[src/rtl/uart_pkg.sv]
`default_nettype none
// +----------------------------------------------------------------------------+
// | Module      : uart_pkg                                                     |
// | Description : Shared FSM state codes, timing helpers and the parity        |
// |               switch. Define UART_PARITY_EN for even parity on TX and RX.  |
// | Revision    : 1.0 - initial release                                        |
// +----------------------------------------------------------------------------+
package uart_pkg;

`ifdef UART_PARITY_EN
    localparam bit c_PARITY_EN = 1'b1;
`else
    localparam bit c_PARITY_EN = 1'b0;
`endif

    localparam int c_STATE_W = 3;

    // TX and RX walk the same character states
    localparam logic [c_STATE_W-1:0] c_ST_IDLE   = 3'd0;
    localparam logic [c_STATE_W-1:0] c_ST_START  = 3'd1;
    localparam logic [c_STATE_W-1:0] c_ST_DATA   = 3'd2;
    localparam logic [c_STATE_W-1:0] c_ST_PARITY = 3'd3;
    localparam logic [c_STATE_W-1:0] c_ST_STOP   = 3'd4;

    function automatic int calcDiv(input int clkHz, input int baud);
        return clkHz / baud;
    endfunction

    function automatic int cntWidth(input int maxVal);
        return (maxVal < 1) ? 1 : $clog2(maxVal + 1);
    endfunction

endpackage
`default_nettype wire

[src/rtl/uart_byte_rx.sv]
`default_nettype none
// +----------------------------------------------------------------------------+
// | Module      : uart_byte_rx                                                 |
// | Description : Synchronised single-character receiver with mid-bit          |
// |               sampling; parity check when UART_PARITY_EN is defined.       |
// | Revision    : 1.0 - initial release                                        |
// +----------------------------------------------------------------------------+
module uart_byte_rx
    import uart_pkg::*;
#(
    parameter int DIV = 8
) (
    input  logic       clk,
    input  logic       rst,
    input  logic       i_rx,
    output logic [7:0] o_byte,
    output logic       o_byteValid,
    output logic       o_err,
    output logic       o_idle
);

    localparam int              c_TW        = cntWidth(DIV);
    localparam logic [c_TW-1:0] c_BIT_LAST  = c_TW'(DIV - 1);
    localparam logic [c_TW-1:0] c_HALF_LAST = c_TW'(DIV / 2 - 1);

    logic [1:0]           r_sync;
    logic                 r_prev;
    logic [c_STATE_W-1:0] r_state;
    logic [c_STATE_W-1:0] w_stateNext;
    logic [c_TW-1:0]      r_timer;
    logic [2:0]           r_bitIdx;
    logic [7:0]           r_shift;
    logic                 r_parOk;
    logic                 w_rxs;
    logic                 w_fall;
    logic                 w_halfHit;
    logic                 w_bitHit;

    assign w_rxs     = r_sync[1];
    assign w_fall    = r_prev & ~w_rxs;
    assign w_halfHit = (r_timer == c_HALF_LAST);
    assign w_bitHit  = (r_timer == c_BIT_LAST);
    assign o_byte    = r_shift;
    assign o_idle    = (r_state == c_ST_IDLE);

    always_ff @(posedge clk) begin
        if (rst) begin
            r_sync <= 2'b11;
            r_prev <= 1'b1;
        end else begin
            r_sync <= {r_sync[0], i_rx};
            r_prev <= w_rxs;
        end
    end

    always_ff @(posedge clk) begin
        if (rst) r_state <= c_ST_IDLE;
        else     r_state <= w_stateNext;
    end

    // After the half-bit start sample, every later sample is one full bit apart
    always_comb begin
        w_stateNext = r_state;
        case (r_state)
            c_ST_IDLE:   if (w_fall) w_stateNext = c_ST_START;
            c_ST_START:  if (w_halfHit) w_stateNext = w_rxs ? c_ST_IDLE : c_ST_DATA;
            c_ST_DATA:   if (w_bitHit && r_bitIdx == 3'd7)
                             w_stateNext = c_PARITY_EN ? c_ST_PARITY : c_ST_STOP;
            c_ST_PARITY: if (w_bitHit) w_stateNext = c_ST_STOP;
            c_ST_STOP:   if (w_bitHit) w_stateNext = c_ST_IDLE;
            default:     w_stateNext = c_ST_IDLE;
        endcase
    end

    always_ff @(posedge clk) begin
        if (rst) begin
            r_timer     <= '0;
            r_bitIdx    <= 3'd0;
            r_shift     <= 8'd0;
            r_parOk     <= 1'b1;
            o_byteValid <= 1'b0;
            o_err       <= 1'b0;
        end else begin
            o_byteValid <= 1'b0;
            o_err       <= 1'b0;
            if (r_state == c_ST_IDLE || w_stateNext != r_state || w_bitHit)
                r_timer <= '0;
            else
                r_timer <= r_timer + c_TW'(1);
            case (r_state)
                c_ST_START: begin
                    r_bitIdx <= 3'd0;
                    r_parOk  <= 1'b1;
                end
                c_ST_DATA: if (w_bitHit) begin
                    r_shift  <= {w_rxs, r_shift[7:1]};
                    r_bitIdx <= r_bitIdx + 3'd1;
                end
                c_ST_PARITY: if (w_bitHit) r_parOk <= (w_rxs == ^r_shift);
                c_ST_STOP: if (w_bitHit) begin
                    if (w_rxs && r_parOk) o_byteValid <= 1'b1;
                    else                  o_err       <= 1'b1;
                end
                default: ;
            endcase
        end
    end

endmodule
`default_nettype wire

[src/rtl/uart_frame_xcvr.sv]
`default_nettype none
// +----------------------------------------------------------------------------+
// | Module      : uart_frame_xcvr                                              |
// | Description : Full-duplex multi-byte UART frame transceiver with RX        |
// |               framing/timeout errors; UART_PARITY_EN adds even parity.     |
// | Revision    : 1.0 - initial release                                        |
// +----------------------------------------------------------------------------+
module uart_frame_xcvr
    import uart_pkg::*;
#(
    parameter int CLK_HZ       = 25000000,
    parameter int BAUD         = 115200,
    parameter int TX_BYTES     = 4,
    parameter int RX_BYTES     = 5,
    parameter int IDLE_TO_BITS = 20
) (
    input  logic                  clk_25m,
    input  logic                  rst,
    input  logic                  uart_rx,
    output logic                  uart_tx,
    input  logic [TX_BYTES*8-1:0] tx_data,
    input  logic                  tx_start,
    output logic                  tx_busy,
    output logic                  tx_done,
    output logic [RX_BYTES*8-1:0] rx_data,
    output logic                  rx_rdy,
    output logic                  rx_err
);

    localparam int                c_DIV      = calcDiv(CLK_HZ, BAUD);
    localparam int                c_TW       = cntWidth(c_DIV);
    localparam int                c_GAP_MAX  = IDLE_TO_BITS * c_DIV;
    localparam int                c_GW       = cntWidth(c_GAP_MAX);
    localparam int                c_TXI_W    = cntWidth(TX_BYTES);
    localparam int                c_RXI_W    = cntWidth(RX_BYTES);
    localparam logic [c_TW-1:0]   c_BIT_LAST = c_TW'(c_DIV - 1);
    localparam logic [c_GW-1:0]   c_GAP_LAST = c_GW'(c_GAP_MAX - 1);

    logic [c_STATE_W-1:0]  r_txState;
    logic [c_STATE_W-1:0]  w_txNext;
    logic [c_TW-1:0]       r_txTimer;
    logic [2:0]            r_txBitIdx;
    logic [c_TXI_W-1:0]    r_txByteIdx;
    logic [TX_BYTES*8-1:0] r_txShadow;
    logic                  r_txPar;
    logic                  r_txLine;
    logic                  r_txDone;
    logic                  w_txBitHit;
    logic                  w_txLastByte;

    logic [7:0]            w_rxByte;
    logic                  w_rxByteValid;
    logic                  w_rxByteErr;
    logic                  w_rxIdle;
    logic [c_RXI_W-1:0]    r_rxIdx;
    logic [RX_BYTES*8-1:0] r_rxAsm;
    logic [RX_BYTES*8-1:0] w_asmNext;
    logic [RX_BYTES*8-1:0] r_rxData;
    logic [c_GW-1:0]       r_gap;
    logic                  r_rxRdy;
    logic                  r_rxErr;
    logic                  w_rxLast;
    logic                  w_gapHit;

    assign w_txBitHit   = (r_txTimer == c_BIT_LAST);
    assign w_txLastByte = (r_txByteIdx == c_TXI_W'(TX_BYTES - 1));
    assign uart_tx      = r_txLine;
    assign tx_busy      = (r_txState != c_ST_IDLE);
    assign tx_done      = r_txDone;

    always_ff @(posedge clk_25m) begin
        if (rst) r_txState <= c_ST_IDLE;
        else     r_txState <= w_txNext;
    end

    always_comb begin
        w_txNext = r_txState;
        case (r_txState)
            c_ST_IDLE:   if (tx_start) w_txNext = c_ST_START;
            c_ST_START:  if (w_txBitHit) w_txNext = c_ST_DATA;
            c_ST_DATA:   if (w_txBitHit && r_txBitIdx == 3'd7)
                             w_txNext = c_PARITY_EN ? c_ST_PARITY : c_ST_STOP;
            c_ST_PARITY: if (w_txBitHit) w_txNext = c_ST_STOP;
            c_ST_STOP:   if (w_txBitHit) w_txNext = w_txLastByte ? c_ST_IDLE : c_ST_START;
            default:     w_txNext = c_ST_IDLE;
        endcase
    end

    // Shadow shifts right once per data bit, so bit [0] is always the next bit out
    always_ff @(posedge clk_25m) begin
        if (rst) begin
            r_txTimer   <= '0;
            r_txBitIdx  <= 3'd0;
            r_txByteIdx <= '0;
            r_txShadow  <= '0;
            r_txPar     <= 1'b0;
            r_txLine    <= 1'b1;
            r_txDone    <= 1'b0;
        end else begin
            r_txDone <= 1'b0;
            if (r_txState == c_ST_IDLE || w_txBitHit)
                r_txTimer <= '0;
            else
                r_txTimer <= r_txTimer + c_TW'(1);
            case (r_txState)
                c_ST_IDLE: if (tx_start) begin
                    r_txShadow  <= tx_data;
                    r_txByteIdx <= '0;
                    r_txLine    <= 1'b0;
                end
                c_ST_START: if (w_txBitHit) begin
                    r_txLine   <= r_txShadow[0];
                    r_txBitIdx <= 3'd0;
                    r_txPar    <= 1'b0;
                end
                c_ST_DATA: if (w_txBitHit) begin
                    r_txShadow <= r_txShadow >> 1;
                    r_txPar    <= r_txPar ^ r_txShadow[0];
                    r_txBitIdx <= r_txBitIdx + 3'd1;
                    if (r_txBitIdx == 3'd7)
                        r_txLine <= c_PARITY_EN ? (r_txPar ^ r_txShadow[0]) : 1'b1;
                    else
                        r_txLine <= r_txShadow[1];
                end
                c_ST_PARITY: if (w_txBitHit) r_txLine <= 1'b1;
                c_ST_STOP: if (w_txBitHit) begin
                    if (w_txLastByte) begin
                        r_txDone <= 1'b1;
                    end else begin
                        r_txLine    <= 1'b0;
                        r_txByteIdx <= r_txByteIdx + c_TXI_W'(1);
                    end
                end
                default: ;
            endcase
        end
    end

    uart_byte_rx #(
        .DIV (c_DIV)
    ) u_byteRx (
        .clk         (clk_25m),
        .rst         (rst),
        .i_rx        (uart_rx),
        .o_byte      (w_rxByte),
        .o_byteValid (w_rxByteValid),
        .o_err       (w_rxByteErr),
        .o_idle      (w_rxIdle)
    );

    assign w_rxLast = (r_rxIdx == c_RXI_W'(RX_BYTES - 1));
    assign w_gapHit = w_rxIdle && (r_rxIdx != '0) && (r_gap == c_GAP_LAST);
    assign rx_data  = r_rxData;
    assign rx_rdy   = r_rxRdy;
    assign rx_err   = r_rxErr;

    always_comb begin
        w_asmNext = r_rxAsm;
        for (int i = 0; i < RX_BYTES; i++) begin
            if (r_rxIdx == c_RXI_W'(i)) w_asmNext[i*8 +: 8] = w_rxByte;
        end
    end

    // Byte events and the gap timeout are mutually exclusive in time
    always_ff @(posedge clk_25m) begin
        if (rst) begin
            r_rxIdx  <= '0;
            r_rxAsm  <= '0;
            r_rxData <= '0;
            r_gap    <= '0;
            r_rxRdy  <= 1'b0;
            r_rxErr  <= 1'b0;
        end else begin
            r_rxRdy <= 1'b0;
            r_rxErr <= 1'b0;
            if (!w_rxIdle || r_rxIdx == '0 || w_gapHit)
                r_gap <= '0;
            else
                r_gap <= r_gap + c_GW'(1);
            if (w_rxByteValid) begin
                r_rxAsm <= w_asmNext;
                if (w_rxLast) begin
                    r_rxData <= w_asmNext;
                    r_rxRdy  <= 1'b1;
                    r_rxIdx  <= '0;
                end else begin
                    r_rxIdx <= r_rxIdx + c_RXI_W'(1);
                end
            end else if (w_rxByteErr || w_gapHit) begin
                r_rxErr <= 1'b1;
                r_rxIdx <= '0;
            end
        end
    end

endmodule
`default_nettype wire
[config.mk]
export PLATFORM = sky130hd
export DESIGN_NAME = uart_frame_xcvr
export DESIGN_NICKNAME = d
export VERILOG_FILES = /design/src/rtl/uart_pkg.sv /design/src/rtl/uart_byte_rx.sv /design/src/rtl/uart_frame_xcvr.sv
export SDC_FILE = /design/constraint.sdc
export NUM_CORES = 1
export LEC_CHECK = 0
export BUFFER_PORTS_ARGS = -buffer_cell sky130_fd_sc_hd__buf_2
export CAP_MARGIN = 30
export CORE_ASPECT_RATIO = 1.5
export CORE_MARGIN = 2
export CORE_UTILIZATION = 30
export CTS_BUF_LIST = sky130_fd_sc_hd__clkbuf_16
export DETAILED_ROUTE_END_ITERATION = 7
export PLACE_DENSITY = 0.52
export REMOVE_ABC_BUFFERS = 1
export SKIP_CTS_REPAIR_TIMING = 1
export SLEW_MARGIN = 20
export SYNTH_ARGS = -nofsm -noshare
export SYNTH_HDL_FRONTEND = slang
export SYNTH_SLANG_ARGS = --single-unit
export TNS_END_PERCENT = 5
[constraint.sdc]
create_clock -name clk_25m -period 3.5 [get_ports clk_25m]
set_input_delay 1.05 -clock clk_25m [delete_from_list [all_inputs] [get_ports clk_25m]]
set_output_delay 1.05 -clock clk_25m [all_outputs]
set_load 0.05 [all_outputs]
Word-level counts from Yosys, hierarchy flattened
Cells that the tools add are included.

Add/subtract/negate cells: 7. Eq/ne operators: 30. Muxes and demuxes: 49. Bitwise operators: 7. Reductions and logical operators: 41.

Operator list (number): 32-bit 2-to-1 mux (2); 32-bit case mux with 2 select lines (1); 3-bit 2-to-1 mux (19); 8-bit 2-to-1 mux (5); 3-bit case mux with 5 select lines (2); 3-bit by 2-bit equality test with 1-bit output (second input constant) (7); 3-bit case mux with 2 select lines (3); 8-bit by 1-bit adder with 8-bit output (second input constant) (2); 8-bit equality test (second input constant) (2); 3-bit equality test (second input constant) (5); 1-bit 2-to-1 mux (14); 2-bit inequality test (second input constant) (7); 13-bit by 1-bit adder with 13-bit output (second input constant) (1); 13-bit equality test (second input constant) (1); 3-bit by 1-bit adder with 3-bit output (second input constant) (4); 2-bit nonzero test (6); 2-bit OR reduction (5); 3-bit by 1-bit equality test with 1-bit output (second input constant) (3); 3-bit zero test (3); 8-bit by 7-bit equality test with 1-bit output (second input constant) (1); 2-bit AND reduction (4); 8-bit XOR reduction (1); 7-bit AND reduction (1); 1-bit logical OR (6); 16 further kinds (29).

Flip-flop bits (word level): 177. Input port bits: 36. Output and inout bits: 45. Word-level logic and storage cells: 156.

Logic depth before layout (Yosys ltp)
Word-level depth: 8. Gate-level depth with buffers: 8. Mapped depth without buffers: 6.

Cells and area by module
Synthesis repeated with hierarchy kept, for this count alone.

Cell total of the unflattened synthesis: 828. Area total of the unflattened synthesis: 7170.6 um2.

By module, submodules not included: uart_frame_xcvr (times used 1, cells an instance 676, area each 5793.1 um2, sequential area each 2822.7 um2); uart_byte_rx (times used 1, cells an instance 152, area each 1377.6 um2, sequential area each 560.5 um2).

Worst setup path before layout
No wires, ideal clock.

Path kind: register to output. From: register r_txState[0]. To: output port tx_busy. Arrival time: 1.082 ns. Required time: 2.450 ns. Setup slack: 1.368 ns. Stages on the path, launching flop included: 4. Path buffers: 1. Cell sequence: dfxtp_1 clkbuf_1 nor2_1 nand2_1.

Word-level cells in the longest chain between the ends: 1.

RTL lines: start: declaration (RTL line uart_frame_xcvr.sv:39) `logic [c_STATE_W-1:0] r_txState;`; start signal: assignment (RTL line uart_frame_xcvr.sv:72) `if (rst) r_txState <= c_ST_IDLE;`; start signal: assignment (RTL line uart_frame_xcvr.sv:73) `else r_txState <= w_txNext;`; 3-bit nonzero test (RTL line uart_frame_xcvr.sv:68) `assign tx_busy = (r_txState != c_ST_IDLE);`; end: declaration (RTL line uart_frame_xcvr.sv:23) `output logic tx_busy,`.

Every way passes these cells.

Worst setup path after layout
Ends and elaborated chain as after synthesis.

==> run_summary.xml <==
<?xml version="1.0" encoding="UTF-8"?>
<metrics>
  <group name="status">
    <metric name="result_of_the_run" unit="">finished, final reports clean</metric>
  </group>
  <group name="global_routing">
    <metric name="first_pass_grt_wire_length" unit="mm">26.2</metric>
    <metric name="grt_overflow" unit="">0</metric>
    <metric name="antenna_found_initial" unit="">0</metric>
    <metric name="track_usage" unit="%">12.9</metric>
    <metric name="grt_max_degree" unit="">86</metric>
    <metric name="grt_pass1_vias" unit="">5429</metric>
  </group>
  <group name="timing">
    <metric name="hold_violations" unit="">0</metric>
    <metric name="fin_hold_ws" unit="ps">427</metric>
    <metric name="postLayoutSetupSlackWorst" unit="ps">839</metric>
    <metric name="max_slew.worst_pin.slew" unit="ps">840</metric>
    <metric name="post-route-min-period" unit="ps">2660</metric>
    <metric name="maximum_frequency_from_static_timing_analysis" unit="MHz">376</metric>
    <metric name="slew_violations" unit="">0</metric>
    <metric name="report.final.setup_viol" unit="">0</metric>
    <metric name="setup_total_negative_slack" unit="ps">0</metric>
    <metric name="finalClockSkew" unit="ps">10.0</metric>
    <metric name="layout_worst_path_cycle_share" unit="%">76.0</metric>
    <metric name="rsz0062_at_grt" unit="">no</metric>
    <metric name="slew_headroom" unit="%">44.0</metric>
  </group>
  <group name="place">
    <metric name="dp_hpwl" unit="mm">10.4</metric>
    <metric name="total_placed_instance_area" unit="sq um">7780</metric>
    <metric name="preCtsSetupSlack" unit="ps">1060</metric>
    <metric name="global_placement_routability_congestion" unit="">0.746</metric>
    <metric name="placed_cells_incl_taps" unit="">1155</metric>
    <metric name="numPortBuffers" unit="">80</metric>
  </group>
  <group name="critical_path">
    <metric name="startpoint_type" unit="">flip-flop</metric>
    <metric name="critical_path_required" unit="ps">2450</metric>
    <metric name="type_of_element_capturing_the_critical_path" unit="">primary output</metric>
    <metric name="crit_path_max_fanout" unit="">10</metric>
    <metric name="worstPathArrival" unit="ps">1610</metric>
    <metric name="class_of_the_most_critical_setup_path" unit="">flip-flop to primary output</metric>
  </group>
  <group name="floorplanning">
    <metric name="die-area" unit="sq um">25100</metric>
    <metric name="start_util" unit="%">30.3</metric>
    <metric name="die_h" unit="um">193</metric>
    <metric name="std_cell_rows" unit="">69</metric>
    <metric name="boundaryPins" unit="">81</metric>
    <metric name="die_width" unit="um">130</metric>
    <metric name="core-area" unit="sq um">23600</metric>
  </group>
  <group name="yosys">
    <metric name="synth_largest_area_cell" unit="">sky130_fd_sc_hd__dfxtp_1</metric>
    <metric name="leading_cell_type_by_number_of_instances_after_synthesis" unit="">sky130_fd_sc_hd__dfxtp_1</metric>
    <metric name="synthFlopType" unit="">sky130_fd_sc_hd__dfxtp_1</metric>
    <metric name="synth.top_cells.by_area" unit="">sky130_fd_sc_hd__dfxtp_1 47%, sky130_fd_sc_hd__mux2i_1 7.6%, sky130_fd_sc_hd__a21oi_1 7.1%</metric>
    <metric name="yosysUniqueCellTypes" unit="">58</metric>
    <metric name="synth-async-reset-ratio" unit="%">0</metric>
    <metric name="yosys_warnings" unit="">0</metric>
    <metric name="syn_std_cell_area" unit="sq um">7140</metric>
    <metric name="synth_commonest_cells" unit="">169 x sky130_fd_sc_hd__dfxtp_1, 113 x sky130_fd_sc_hd__nand2_1, 101 x sky130_fd_sc_hd__a21oi_1, 70 x sky130_fd_sc_hd__nor2_1, 54 x sky130_fd_sc_hd__mux2i_1</metric>
    <metric name="post_synth.cell_area_avg" unit="sq um">8.83</metric>
    <metric name="ys_ff_latch" unit="">169</metric>
    <metric name="synth_sequential_area_ratio" unit="%">47.4</metric>
    <metric name="synth-edff-count" unit="">0</metric>
    <metric name="synth_largest_type_area_fraction" unit="%">47.4</metric>
    <metric name="synthCells" unit="">808</metric>
  </group>
  <group name="drt">
    <metric name="first_pass_iters" unit="">4</metric>
    <metric name="via_per_inst" unit="">4.74</metric>
    <metric name="drc_errors" unit="">0</metric>
    <metric name="drtIter0Drc" unit="">277</metric>
    <metric name="drtAntennaViolNets" unit="">0</metric>
    <metric name="finalWirelength" unit="mm">15.7</metric>
    <metric name="via_count_of_the_routed_design" unit="">5622</metric>
    <metric name="avgRoutedWirePerCell" unit="um">13.3</metric>
  </group>
  <group name="clocking">
    <metric name="cts_tree" unit="">yes</metric>
    <metric name="ctsLongestPathBuffers" unit="">2</metric>
    <metric name="ctsRootBufferMaster" unit="">sky130_fd_sc_hd__clkbuf_16</metric>
    <metric name="cts-htree-levels" unit="">4</metric>
    <metric name="clkLatencyLatePin" unit="ps">420</metric>
    <metric name="cts.sinks" unit="">169</metric>
    <metric name="worst_setup_hold_path_clk_slew" unit="ps">70</metric>
    <metric name="cts_made_buffers" unit="">17</metric>
  </group>
  <group name="finish">
    <metric name="synthToLayoutAreaGrowth" unit="%">17.1</metric>
    <metric name="fillCellCount" unit="">2482</metric>
    <metric name="final_net_count" unit="">907</metric>
    <metric name="n_antenna_cell" unit="">0</metric>
    <metric name="post_route_cells_drive_above_1_share" unit="%">15.7</metric>
    <metric name="number_of_non_filler_instances_in_the_completed_layout" unit="">1187</metric>
    <metric name="post-route-cell-area" unit="sq um">8360</metric>
  </group>
  <group name="worst_hold_path">
    <metric name="hp-class" unit="">flip-flop to flip-flop</metric>
  </group>
  <group name="power">
    <metric name="power_per_standard_cell_area" unit="nW/um^2">474</metric>
    <metric name="vdd_ir_drop_max" unit="V">0.000303</metric>
    <metric name="power.static_leakage" unit="uW">0.00294</metric>
  </group>
  <group name="flow_run">
    <metric name="max_cap_violations" unit="">0</metric>
  </group>
</metrics>
## worst paths after layout
kind / start / end / slack, ps / cells past startpoint
max: r_txState[0]$_SDFFE_PP0P_ / tx_busy / 840 / 3
min: u_byteRx.r_sync[0]$_SDFF_PP1_ / u_byteRx.r_sync[1]$_SDFF_PP1_ / 430 / 1
max reg2reg: r_txTimer[0]$_SDFF_PP0_ / r_txShadow[6]$_SDFFE_PP0P_ / 1270 / 7
min reg2reg: u_byteRx.r_sync[0]$_SDFF_PP1_ / u_byteRx.r_sync[1]$_SDFF_PP1_ / 430 / 1
## logic make-up (layout without fill, tap and decap cells)
| group | Yosys count | in the layout | synth area share, % |
|---|---|---|---|
| AOI/OAI and AO/OA | 169 | 169 | 14.3 |
| xor gates and xnor gates | 30 | 30 | 3.87 |
| adders and majority gates | 16 | 16 | 2.81 |
| buffers and inverters | 81 | 141 | 4.61 |
| DFF | 169 | 169 | 47.4 |
| muxes | 54 | 54 | 7.57 |
| and+or+nand+nor | 289 | 289 | 19.4 |
## cell type report
cell class	count	area (sq um)	area share, %
Clock buffer	17	425	5.09
Clock inverter	15	153	1.83
Inverter	19	71.3	0.853
Multi-Input combinational cell	558	3440	41.1
Sequential cell	169	3380	40.5
Tap cell	319	399	4.77
Timing Repair Buffer	90	490	5.87
## critical path, stage by stage (launching register included)
cell                      delay (ps)
sky130_fd_sc_hd__dfxtp_1         420
sky130_fd_sc_hd__nor2_1          390
sky130_fd_sc_hd__nand2_1         150
sky130_fd_sc_hd__buf_2           240
## per-layer routing
layer,vias up,track usage [%],wire length (um)
met5,-,0,0
met4,0,4.14,196
met3,17,2.91,505
met2,88,23.3,8000
met1,2616,14.9,7050
li1,2901,-,-
## stage by stage
| step | power (uW) | util, % |
|---|---|---|
| 2_1_floorplan | 2120 | - |
| 3_3_place_gp | 2200 | 33.0 |
| 3_5_place_dp | 2200 | 33.0 |
| 4_1_cts | 4030 | 35.5 |
| 5_1_grt | 4130 | 35.5 |
| 6_report | 3970 | 35.5 |
## power by group
part	leakage, uW	internal (uW)	switching (uW)
Sequential	0.00137	1960	23.5
Clock	0.000272	946	860
Combinational	0.00129	68.2	108
## placed cells by master (no fill, tap or decap), drive strengths merged, types with 15 or more instances in the layout
cell type / Yosys / layout
dfxtp: 169 / 169
nand2: 113 / 113
a21oi: 101 / 101
buf: 19 / 90
nor2: 70 / 70
mux2i: 54 / 54
a211oi: 42 / 42
nand3: 40 / 40
inv: 19 / 26
clkbuf: 43 / 17
ha: 16 / 16
xor2: 15 / 15
## sequential cells by signal, indices dropped and copies added (netlist names), 2 cells and up
| signal | count |
|---|---|
| r_txByteIdx | 3 |
| r_txBitIdx | 3 |
| r_rxIdx | 3 |
| rx_data | 40 |
| u_byteRx.r_sync | 2 |
| r_gap | 13 |
| r_txState | 3 |
| r_txTimer | 8 |
| u_byteRx.r_state | 3 |
| r_txShadow | 32 |
| r_rxAsm | 32 |
| u_byteRx.o_byte | 8 |
| u_byteRx.r_timer | 8 |
| u_byteRx.r_bitIdx | 3 |
No activity file was read; power rests on OpenSTA's default activity.
